==> src/rtl/pdp8_ptr_pkg.sv <==
// Shared PDP-8 definitions for the I/O device slice.
// Holds the CPU major-state encodings, the IOT instruction field positions,
// the device select codes and the reader's own FSM state type.
// Ports: none (package).
package pdp8_ptr_pkg;

   // CPU major states as presented on the 'state' bus of pdp8_io devices
   localparam logic [3:0] ST_FETCH = 4'd0;
   localparam logic [3:0] ST_DEFER = 4'd1;
   localparam logic [3:0] ST_EXEC  = 4'd2;
   localparam logic [3:0] ST_IOT   = 4'd3;

   // IOT instruction fields within mb
   localparam int IOT_FN_LSB  = 0;
   localparam int IOT_FN_MSB  = 2;
   localparam int IOT_DEV_LSB = 3;
   localparam int IOT_DEV_MSB = 8;

   // Device select codes
   localparam logic [5:0] DEV_PTR = 6'o01;
   localparam logic [5:0] DEV_TTI = 6'o03;
   localparam logic [5:0] DEV_TTO = 6'o04;
   localparam logic [5:0] DEV_RF  = 6'o60;

   // Paper-tape reader fetch sequencer
   typedef enum logic [1:0] {
      PTR_IDLE = 2'd0,
      PTR_REQ  = 2'd1,
      PTR_WAIT = 2'd2
   } ptr_state_t;

endpackage

==> src/rtl/pdp8_iot_decode.sv <==
// IOT select match and function-bit strobes for one pdp8_io device.
// Ports:
//   iot       in  current instruction is an IOT
//   state     in  CPU major state
//   fn        in  IOT function bits mb[2:0]
//   io_select in  device code from pdp8_io
//   strobe    out this device is addressed this clock
//   do_rpe    out strobe with fn==0 exactly (interrupt enable)
//   do_rsf    out strobe with fn[0] (skip on flag)
//   do_rrb    out strobe with fn[1] (read buffer)
//   do_rfc    out strobe with fn[2] (clear flag / fetch)
module pdp8_iot_decode
   import pdp8_ptr_pkg::*;
#(
   parameter logic [5:0] DEV_CODE = DEV_PTR
) (
   input  logic       iot,
   input  logic [3:0] state,
   input  logic [2:0] fn,
   input  logic [5:0] io_select,
   output logic       strobe,
   output logic       do_rpe,
   output logic       do_rsf,
   output logic       do_rrb,
   output logic       do_rfc
);

   // The device is addressed for exactly the one IOT-state clock of the instruction.
   // Function 0 is only meaningful on its own, the other bits combine freely.
   always_comb begin
      strobe = iot && (state == ST_IOT) && (io_select == DEV_CODE);
      do_rpe = strobe && (fn == 3'b000);
      do_rsf = strobe && fn[0];
      do_rrb = strobe && fn[1];
      do_rfc = strobe && fn[2];
   end

endmodule

==> src/rtl/pdp8_ptr.sv <==
// PC8-style paper-tape reader on the pdp8_io device bus.
// RFC requests one frame from the tape source; after a mechanical step delay the
// frame is flagged ready, RSF skips on the flag and RRB ORs the frame into AC.
// Ports:
//   clk, reset              clock; asynchronous active-low reset
//   iot, state, mb          CPU instruction context
//   io_select               device code from pdp8_io
//   io_data_in              AC from CPU (not used by the reader)
//   io_data_out             {4'b0, buffer} during RRB, else 0
//   io_data_avail           io_data_out valid
//   io_clear_ac             always 0
//   io_skip                 skip request (RSF with flag set)
//   io_interrupt            flag & int_en
//   ptr_data, ptr_valid     frame from tape source
//   ptr_ready               reader requesting a frame
module pdp8_ptr
   import pdp8_ptr_pkg::*;
#(
   parameter logic [5:0] DEV_CODE   = DEV_PTR,
   parameter int         READ_DELAY = 16
) (
   input  logic        clk,
   input  logic        reset,
   input  logic        iot,
   input  logic [3:0]  state,
   input  logic [11:0] mb,
   input  logic [5:0]  io_select,
   input  logic [11:0] io_data_in,
   output logic [11:0] io_data_out,
   output logic        io_data_avail,
   output logic        io_clear_ac,
   output logic        io_skip,
   output logic        io_interrupt,
   input  logic [7:0]  ptr_data,
   input  logic        ptr_valid,
   output logic        ptr_ready
);

   localparam int CW = (READ_DELAY > 1) ? $clog2(READ_DELAY) : 1;

   ptr_state_t  fsm, fsm_next;
   logic [7:0]  buffer;
   logic        flag;
   logic        int_en;
   logic [CW-1:0] cnt;

   logic strobe, do_rpe, do_rsf, do_rrb, do_rfc;
   logic accept, flag_set, flag_clr, start_fetch;
   logic unused_bus;

   pdp8_iot_decode #(.DEV_CODE(DEV_CODE)) u_decode (
      .iot       (iot),
      .state     (state),
      .fn        (mb[IOT_FN_MSB:IOT_FN_LSB]),
      .io_select (io_select),
      .strobe    (strobe),
      .do_rpe    (do_rpe),
      .do_rsf    (do_rsf),
      .do_rrb    (do_rrb),
      .do_rfc    (do_rfc)
   );

   // Device select arrives separately on io_select, and the reader never reads AC.
   assign unused_bus = ^{io_data_in, mb[11:3]};

   // ptr_ready comes straight from the state register so it is glitch-free and
   // drops the moment reset is asserted.
   // RFC only starts a fetch from IDLE; a repeat while busy must not restart it.
   always_comb begin
      ptr_ready   = (fsm == PTR_REQ);
      accept      = ptr_ready && ptr_valid;
      start_fetch = do_rfc && (fsm == PTR_IDLE);
      flag_set    = (fsm == PTR_WAIT) && (cnt == '0);
      flag_clr    = do_rrb || do_rfc;
   end

   // Fetch sequencer state register.
   always_ff @(posedge clk or negedge reset) begin
      if (!reset) fsm <= PTR_IDLE;
      else        fsm <= fsm_next;
   end

   // Fetch sequencer transitions: request a frame, then wait out the step time.
   always_comb begin
      fsm_next = fsm;
      case (fsm)
         PTR_IDLE: if (start_fetch) fsm_next = PTR_REQ;
         PTR_REQ:  if (accept)      fsm_next = PTR_WAIT;
         PTR_WAIT: if (cnt == '0)   fsm_next = PTR_IDLE;
         default:                   fsm_next = PTR_IDLE;
      endcase
   end

   // Frame buffer and step-delay counter. Loading READ_DELAY-1 at the accept edge
   // and setting the flag on the zero count puts the flag exactly READ_DELAY
   // clocks after the accept.
   always_ff @(posedge clk or negedge reset) begin
      if (!reset) begin
         buffer <= '0;
         cnt    <= '0;
      end else begin
         if (start_fetch) buffer <= '0;
         else if (accept) buffer <= ptr_data;
         if (accept)                               cnt <= CW'(READ_DELAY - 1);
         else if (fsm == PTR_WAIT && cnt != '0)    cnt <= cnt - 1'b1;
      end
   end

   // Flag and interrupt enable. A CPU clear beats a same-clock set so software
   // never sees a frame it has already consumed.
   always_ff @(posedge clk or negedge reset) begin
      if (!reset) begin
         flag   <= 1'b0;
         int_en <= 1'b1;
      end else begin
         if (flag_clr)      flag <= 1'b0;
         else if (flag_set) flag <= 1'b1;
         if (do_rpe) int_en <= 1'b1;
      end
   end

   // Bus outputs are zero outside the strobe clock so they can be ORed with other devices.
   always_comb begin
      io_skip       = do_rsf && flag;
      io_data_avail = do_rrb;
      io_data_out   = do_rrb ? {4'b0, buffer} : 12'o0000;
      io_clear_ac   = 1'b0;
      io_interrupt  = flag && int_en;
   end

endmodule

==> config.mk <==
export PLATFORM = sky130hd
export DESIGN_NAME = pdp8_ptr
export DESIGN_NICKNAME = d
export VERILOG_FILES = /design/src/rtl/pdp8_ptr_pkg.sv /design/src/rtl/pdp8_iot_decode.sv /design/src/rtl/pdp8_ptr.sv
export SDC_FILE = /design/constraint.sdc
export NUM_CORES = 1
export LEC_CHECK = 0
export CORE_AREA = 2 2 52 64
export CTS_CLUSTER_SIZE = 28
export DETAILED_ROUTE_END_ITERATION = 10
export DIE_AREA = 0 0 54 66
export PLACE_DENSITY = 0.71
export SLEW_MARGIN = 5
export SYNTH_ARGS = -nofsm -noshare
export SYNTH_HDL_FRONTEND = slang
export SYNTH_SLANG_ARGS = --single-unit
export TNS_END_PERCENT = 5
==> constraint.sdc <==
create_clock -name clk -period 1.3 [get_ports clk]
set_input_delay 0.13 -clock clk [delete_from_list [all_inputs] [get_ports clk]]
set_output_delay 0.13 -clock clk [all_outputs]
set_load 0.01 [all_outputs]
==> impl_results.md <==
- I/O Pins: 63
- CTS tree: yes
- Synth Area in Adders: 1.47%
- Crit path launch type: input pin
- Crit path max-delay cell type: or3_4
- Flop and latch count out of synthesis: 15
- Die Y: 66 um
- Die area: 3560 sq um
- Clock power frac: 18.4%
- Die W: 54 um
- Vias in the first global route: 880
- Largest net degree at the start of global routing: 16
- Gate power share: between 30% and 40%
- Worst skew pair latency: 0.28 ns
- Core Region: 2970 sq um
- FF-to-FF setup slack: -0.02 ns
- Mapped Cells: a little over 90
- Vias: 885
- Total grt overflow: 0
- Switching power: 485 uW
- Routed Antenna Nets: 0
- Post-Place Cells: 175
- Register share of total power: 43.6%
- GR Util All Layers: 15.8%
- Setup CP Type: in2out
- H-tree levels: 1
- Post-Synth Simple-Gate Area: between 30% and 40%
- Complex-gate fraction of the synthesized area: 13.3%
- Syn. warnings: 0
- Rows: 22
- Post-synth EDFFs: 0
- Area grow syn2layout: 74.5%
- Number of diodes: 0
- Global-route wire length before repair: 3950 um
- Crit-path cells: buf_6 -> or3_4 -> nor3_4 -> buf_6 -> buf_6 -> and3_4 -> buf_6
- Layout cells sized above 1: 36.0%
- Clk slew on worst S/H paths: ~0.08 ns
- Max Freq: 0.703 GHz
- Clock root buffer: clkbuf_4
- Setup violators final: 16
- Total Wirelength: 2580 um
- Leakage dissipation: 0.000705 uW
- FF+latch area: 375 sq um
- Internal power: 959 uW
- CP peak stage delay: 0.39 ns
- Sink Count: 15
- Mapped cell area: 850 sq um
- Switching part of the total: approximately a third
- Tot Pwr: between 1000 and 1500 uW
- Number of CTS-inserted buffers: 3
- Initial Util: between 20% and 30%
- Area of the multi-input gates: 523 sq um
- RR Startpoint: fsm[0]
- Synth cell types: 29
- Final min period: 1.42 ns
- Drc violations: 0
- Post-Synth XOR/XNOR Area: 0%
- RD Place Congestion: approximately 0.9
- Arrival time worst endpoint: approximately 1.3 ns
- PD cells: 974 nW/um^2
- RSZ-0062 raised after global routing: yes
- WL/cell: 13.9 um
- Worst setup EP type: primary output
- Fill cell count: a little under 300
- Top post-synthesis cells by area: dfrtp_1 (44%), a21oi_1 (7.7%), nand2_1 (7.5%)
- Most used cell, CP: buf_6
- Final count of pins violating max slew: 0
- Reg-to-Reg End: buffer[2]
- Post-synth top flop: dfrtp_1
- Worst Hold Class: in2async
- Worst Skew: roughly 0.00058 ns
- Run status: finished with violations
- Post-Route Utilization: 49.9%
- DR vias/cell: 4.76
- Most frequent cells in the layout: nand2_1 (17), dfrtp_1 (15), buf_4 (14)
- Most common cell after layout, fill and taps aside: nand2_1
- First-pass DRT Iterations: 4
- Initial DRC Count: 15
- Nets: 198
- Final period utilization: 109%
- R2R depth: 4
- Initial antenna violation count: 0
- Register area share after synthesis: between 40% and 50%
- Max-Cap Viols: 0
- Largest family of logic cells by synthesized area: simple AND/OR/NAND/NOR gates
- Final Hold Vio Count: 0
- Setup TNS: -0.768 ns
- Dominant cell type by area after synthesis: dfrtp_1
- CP max FO: 4
- Detailed Place HPWL: 1790 um
- IO Port Bufs: 36
- Failing checks: setup timing
- Mean post-synth cell area: about 9 sq um
- Post-synth top area share: 44.2%
- Peak VDD IR: 582 uV
- Worst EP required: 1.17 ns
- Ys async rst share: 100%
- Final cell count without fillers: 186
- Clock Tree Buf Depth: 2
- Final worst-path setup slack: -0.122 ns
- Proportion of synthesized area in mux cells: 0%
-- synthesized netlist by cell type, types with 2 or more instances --
library cell  number
nand2b_1           2
o211ai_1           3
and3_1             9
nand2_1           17
nor2b_1            2
nand4bb_1          2
dfrtp_1           15
a21oi_1           13
inv_1              4
buf_2              2
buf_4              5
o21ai_0            2
-- logic make-up after synthesis --
group	Yosys count
DFF	15
other	1
AOI/OAI and AO/OA	20
and+or+nand+nor	45
adders and majority gates	1
buffers and inverters	11
-- worst max-delay path: cells and delay by family --
kind	cells	cell delay [ns]
buffers and inverters	4	0.43
and+or+nand+nor	3	0.73
-- cell type report --
type                    count  area share [%]
repair buffers             56            33.6
clock buffers               4            1.77
well taps                  36            3.04
inverters                   4            1.01
multi-input cells          71            35.3
flip-flops and latches     15            25.3
-- power groups by stage --
stage | Combinational (uW) | Sequential (uW) | Clock, uW
after global placement | 450 | 612 | 0
after detailed placement | 477 | 621 | 0
final | 550 | 629 | 265
after floorplan | 256 | 608 | 0
after global routing | 604 | 640 | 289
after CTS | 540 | 620 | 275
-- per-stage QoR --
step / area, sq um / setup slack [ns] / hold WS [ns]
after floorplan: 870 / -0.00794 / -0.166
after global placement: 1330 / -0.742 / 0.462
after detailed placement: 1330 / -0.763 / 0.478
after CTS: 1430 / -0.179 / 0.173
after global routing: 1480 / -0.173 / 0.182
final: 1480 / -0.122 / 0.165
-- state kept, by name, summed over array words and instances, names as in the netlist --
name / flops
buffer: 8
cnt: 4
fsm: 2
flag: 1
-- layer usage --
| layer | global-route usage (%) | vias to the layer above | wire length (um) |
|---|---|---|---|
| li1 | - | 431 | - |
| met3 | 2.94 | 6 | 127 |
| met1 | 16.7 | 424 | 951 |
| met5 | 0 | - | 0 |
| met4 | 7.81 | 0 | 62 |
| met2 | 28.8 | 24 | 1440 |
-- timing repair --
item,CTS,global route
resized for setup,82,10
pin swaps,7,4
setup buffers,2,4
setup endpoints to repair,25,24
cloned,1,0
hold buffers,0,0
-- worst max path at each step --
| stage | endpoint | cells after the start | from |
|---|---|---|---|
| finish | io_data_out[1] | 7 | io_select[5] |
| global route | io_data_out[1] | 7 | io_select[5] |
| CTS | io_data_out[7] | 7 | io_select[5] |
| detailed placement | io_data_out[4] | 6 | io_select[2] |
| global placement | io_data_out[4] | 6 | io_select[2] |
| floorplan | buffer[0] | 3 | fsm[1] |
(Power assumes the default switching activity.)
==> edit 1, RTL diff (same flow settings) <==
Encoding of `ptr_state_t`: now one-hot (3 bits for 3 states).
--- a/src/rtl/pdp8_ptr_pkg.sv
+++ b/src/rtl/pdp8_ptr_pkg.sv
@@ -24,8 +24,8 @@
 
    // Paper-tape reader fetch sequencer
-   typedef enum logic [1:0] {
-      PTR_IDLE = 2'd0,
-      PTR_REQ  = 2'd1,
-      PTR_WAIT = 2'd2
+   typedef enum logic [2:0] {
+      PTR_IDLE = 3'b001,
+      PTR_REQ  = 3'b010,
+      PTR_WAIT = 3'b100
    } ptr_state_t;
 
Check against the original RTL: same outputs for any inputs over 10 cycles, from zero or initial values and one cycle with reset low; not proved beyond that.
==> edit 1 against the original RTL <==
The run still ends with setup timing left. Synthesized area is 8.7% higher. Setup slack worse by 340 ps. Clock skew is 2.5 ps higher. Critical path depth is 1 higher. Sequential cell count is 1 higher. Cell area is 8.0% higher. Count of clock-buffer cells in the layout stayed put. Routed wire length is 6.3% lower. Highest routed layer is now met3.
Power is not compared: it rests on default switching activity, and its combinational part moved more than twofold at a synthesized area within 25%.
==> edit 1: results <==
export IMPL_cts_root_buffer="clkbuf_4"
export IMPL_peakVddDrop_mv=0.519
export IMPL_reg2reg_setup_slack_ps=-190
export IMPL_gp_congestion=0.805
export IMPL_clk_pin_slew_worst_paths_ps=90
export IMPL_status="complete, but fails checks"
export IMPL_worst_r2r_path_depth=4
export IMPL_r2r_start="fsm[0]"
export IMPL_async_flop_share=1.00
export IMPL_grt_start_max_net_pins=17
export IMPL_synth_area_leaders="dfrtp_1 41%, mux2i_1 8.7%, and2_1 5.4%"
export IMPL_diodes=0
export IMPL_synth_cell_type_count=30
export IMPL_setup_violations=25
export IMPL_worstSkewPairLatency_ps=280
export IMPL_violations="setup timing"
export IMPL_clockBufferDepth=2
export IMPL_drive_gt1_frac=0.453
export IMPL_avgRoutedWirePerCell_microns=12.4
export IMPL_critPathMaxFanout=2
export IMPL_place_ws_ps=-1030
export IMPL_cp_startpoint="io_select[5]"
export IMPL_cp_arrival_ps=1640
export IMPL_synthTopCellsByCount="15 x dfrtp_1, 9 x nor2_1, 8 x and2_1, 8 x mux2i_1, 6 x nand2_1"
export IMPL_r2r_end="buffer[1]"
export IMPL_fin_ws_ps=-467
export IMPL_cp_endpoint="io_data_out[4]"
export IMPL_skew_ps=3.03
export IMPL_critPathSlowestCell="or4_4"
export IMPL_dr_pass1_iters=4
export IMPL_nets=207
export IMPL_ys_warn_count=0
export IMPL_cts_resized=88
export IMPL_setup_tns_ps=-5490
export IMPL_dp_hpwl_microns=1760
export IMPL_post_cts_buffers=6
export IMPL_dpl_cell_count=183
export IMPL_cpPeakStageDelay_ps=550
export IMPL_antenna_found_initial=0
export IMPL_grt_pass1_vias=891
export IMPL_htreeDepth=1
export IMPL_grt_total_usage=0.153
export IMPL_seq_area_frac_synth=0.435
export IMPL_num_fill_cells=280
export IMPL_place_area_sq_um=1470
export IMPL_syn_instance_count=92
export IMPL_drtIter0Drc=6
export IMPL_reg_largest_list="buffer x8, cnt x4, fsm x3"
export IMPL_drt_vias_per_instance=4.64
export IMPL_grt_pass1_wl_microns=4050
export IMPL_power_leakage_nw=0.774
export IMPL_instances_no_fill=195
export IMPL_numPortBuffers=36
export IMPL_cts_made_buffers=3
export IMPL_hp_class="input port to asynchronous set/reset pin"
-- edit 1: worst min path at each step --
stage / end / start / slack [ps]
after global routing: flag / reset / 170
final: fsm[1] / reset / 170
after global placement: flag / reset / 460
after CTS: flag / reset / 180
after floorplan: buffer[0] / reset / -170
after detailed placement: flag / reset / 490
-- edit 1: power breakdown --
part           total (W)  internal (W)  leakage (nW)  switching [W]
clock           0.000322      0.000170        0.0210       0.000152
sequential      0.000501      0.000500         0.199     0.00000106
combinational   0.000127     0.0000803         0.554      0.0000470
total           0.000950      0.000750         0.774       0.000200
-- edit 1: routing by layer --
layer / part of all wire / wire length (microns) / GRT usage / up-vias
met2: 0.53 / 1290 / 0.268 / 27
met4: 0 / 0 / 0.0281 / 0
met5: 0 / 0 / 0 / -
met1: 0.42 / 1010 / 0.196 / 427
met3: 0.053 / 129 / 0.0226 / 0
li1: - / - / - / 451
-- edit 1: cell type report --
| class | count | area (sq um) | share of cell area |
|---|---|---|---|
| sequential | 16 | 402 | 0.251 |
| multi-input combinational | 69 | 563 | 0.352 |
| tap | 36 | 45.0 | 0.0281 |
| timing repair buffer | 65 | 537 | 0.335 |
| clock buffer | 4 | 36.3 | 0.0227 |
| inverter | 5 | 18.8 | 0.0117 |
-- edit 1: cells by family (layout without fill, tap and decap cells) --
kind of cell / count (synthesis) / count (layout) / synth area share
xor+xnor: 1 / 1 / 0.00949
fa+ha+maj: 1 / 1 / 0.0135
simple gates: 42 / 42 / 0.308
mux: 8 / 8 / 0.0867
other cells: 1 / 5 / 0.00406
compound gates: 12 / 12 / 0.0772
buf+inv: 11 / 74 / 0.0664
flops: 16 / 16 / 0.435
-- edit 1: critical path: cells and delay by family --
kind                   cells  cell delay, ps
AND/OR/NAND/NOR            3             980
buffers and inverters      5             530
==> edit 2, RTL diff (config.mk and constraints unchanged) <==
Made on the original files. The parameter `READ_DELAY` goes from 16 to 32.
--- a/src/rtl/pdp8_ptr.sv
+++ b/src/rtl/pdp8_ptr.sv
@@ -18,5 +18,5 @@
 #(
    parameter logic [5:0] DEV_CODE   = DEV_PTR,
-   parameter int         READ_DELAY = 16
+   parameter int         READ_DELAY = 32
 ) (
    input  logic        clk,
Behaviour: no difference found for any inputs over 10 cycles, from zero or initial values and one cycle with reset low; that may be too few to reach the edited logic, so the function may still have changed.
==> edit 2 against the original RTL <==
The run still ends with setup timing left. Sequential cell count grew 1. Setup slack lost 340 ps. Via count down 1.5%. Clock power increased by 29%. Sequential power is 4.9% higher. Synthesized area up 5.7%. Clock skew rose by 12 ps. Routed wire length is 0.85% lower. Non-clock buffer count increased by 5. Critical path depth is 1 higher. Count of clock-buffer cells in the layout unchanged. Cell area up 4.3%. Power up 17%. Combinational power grew 26%. Critical path type unchanged. Largest power group is now combinational cells. Highest routed layer unchanged.
==> edit 2: results <==
export IMPL_status="complete, but fails checks"
export IMPL_violations="setup timing"
export IMPL_grt_pass1_wl_microns=3880
export IMPL_grt_start_max_net_pins=17
export IMPL_post_cts_buffers=5
export IMPL_drive_gt1_frac=0.424
export IMPL_cts_resized=85
export IMPL_cp_endpoint="io_data_out[7]"
export IMPL_power_sequential_w=0.000660
export IMPL_place_area_sq_um=1420
export IMPL_clkCellAreaFrac=0.0235
export IMPL_num_fill_cells=288
export IMPL_dr_pass1_iters=4
export IMPL_setup_violations=19
export IMPL_vias=872
export IMPL_worstSkewPairLatency_ps=300
export IMPL_reg_largest_list="buffer x8, cnt x5, fsm x2"
export IMPL_multi_input_area_sq_um=519
export IMPL_diodes=0
export IMPL_seq_area_frac_synth=0.446
export IMPL_routed_wl_microns=2560
export IMPL_swShare=0.327
export IMPL_yosys_area_share_adder=0.0139
export IMPL_clk_pin_slew_worst_paths_ps=100
export IMPL_synthMuxAreaShare=0.100
export IMPL_num_multi_input_gates=65
export IMPL_synth_area_leaders="dfrtp_1 45%, mux2i_1 10%, and2_1 5.6%"
export IMPL_critPathMaxFanout=3
export IMPL_nNonClkInverters=5
export IMPL_power_leakage_nw=0.768
export IMPL_remaining_drc_errors=0
export IMPL_gp_congestion=0.726
export IMPL_nets=199
export IMPL_synthTopCellsByCount="16 x dfrtp_1, 10 x nor2_1, 9 x mux2i_1"
export IMPL_n_all_buffers=61
export IMPL_r2r_end="buffer[4]"
export IMPL_regArea_sq_um=400
export IMPL_synth_cell_type_count=28
export IMPL_drtIter0Drc=10
export IMPL_p_clk_w=0.000341
export IMPL_cpPeakStageDelay_ps=550
export IMPL_pwr_density_cell_nw_per_um2=1090
export IMPL_reg2reg_setup_slack_ps=-40
export IMPL_place_ws_ps=-1040
export IMPL_critPathSlowestCell="or4_4"
export IMPL_grt_total_usage=0.148
export IMPL_buffer_area_frac=0.341
export IMPL_peakVddDrop_mv=0.829
export IMPL_skew_ps=13.0
export IMPL_flops_and_latches=16
export IMPL_dp_hpwl_microns=1750
export IMPL_fin_ws_ps=-461
edit 2: cell types whose count changed after synthesis, moves of 2 or more:
cell       change
nand2_1       -14
nor3_1         +2
nor2_1         +9
mux2i_1        +9
a21oi_1       -10
and2_1         +7
and3_1         -8
nand4bb_1      -2
edit 2: metal layers:
layer,wire (microns),vias up,track usage,part of all wire
met5,0,-,0,0
met2,1470,18,0.274,0.57
met3,97,6,0.0362,0.038
met4,51,0,0.0406,0.020
met1,947,427,0.161,0.37
li1,-,421,-,-
edit 2: through the flow:
stage / hold WS, ps / setup TNS, ps
2_1_floorplan: -166 / -2510
3_3_place_gp: 469 / -15710
3_5_place_dp: 476 / -16330
4_1_cts: 147 / -4030
5_1_grt: 148 / -5440
6_report: 133 / -4290
edit 2: worst max-delay path: cells and delay by family:
kind / cells / cell delay (ps)
simple gates: 3 / 970
buf+inv: 5 / 520
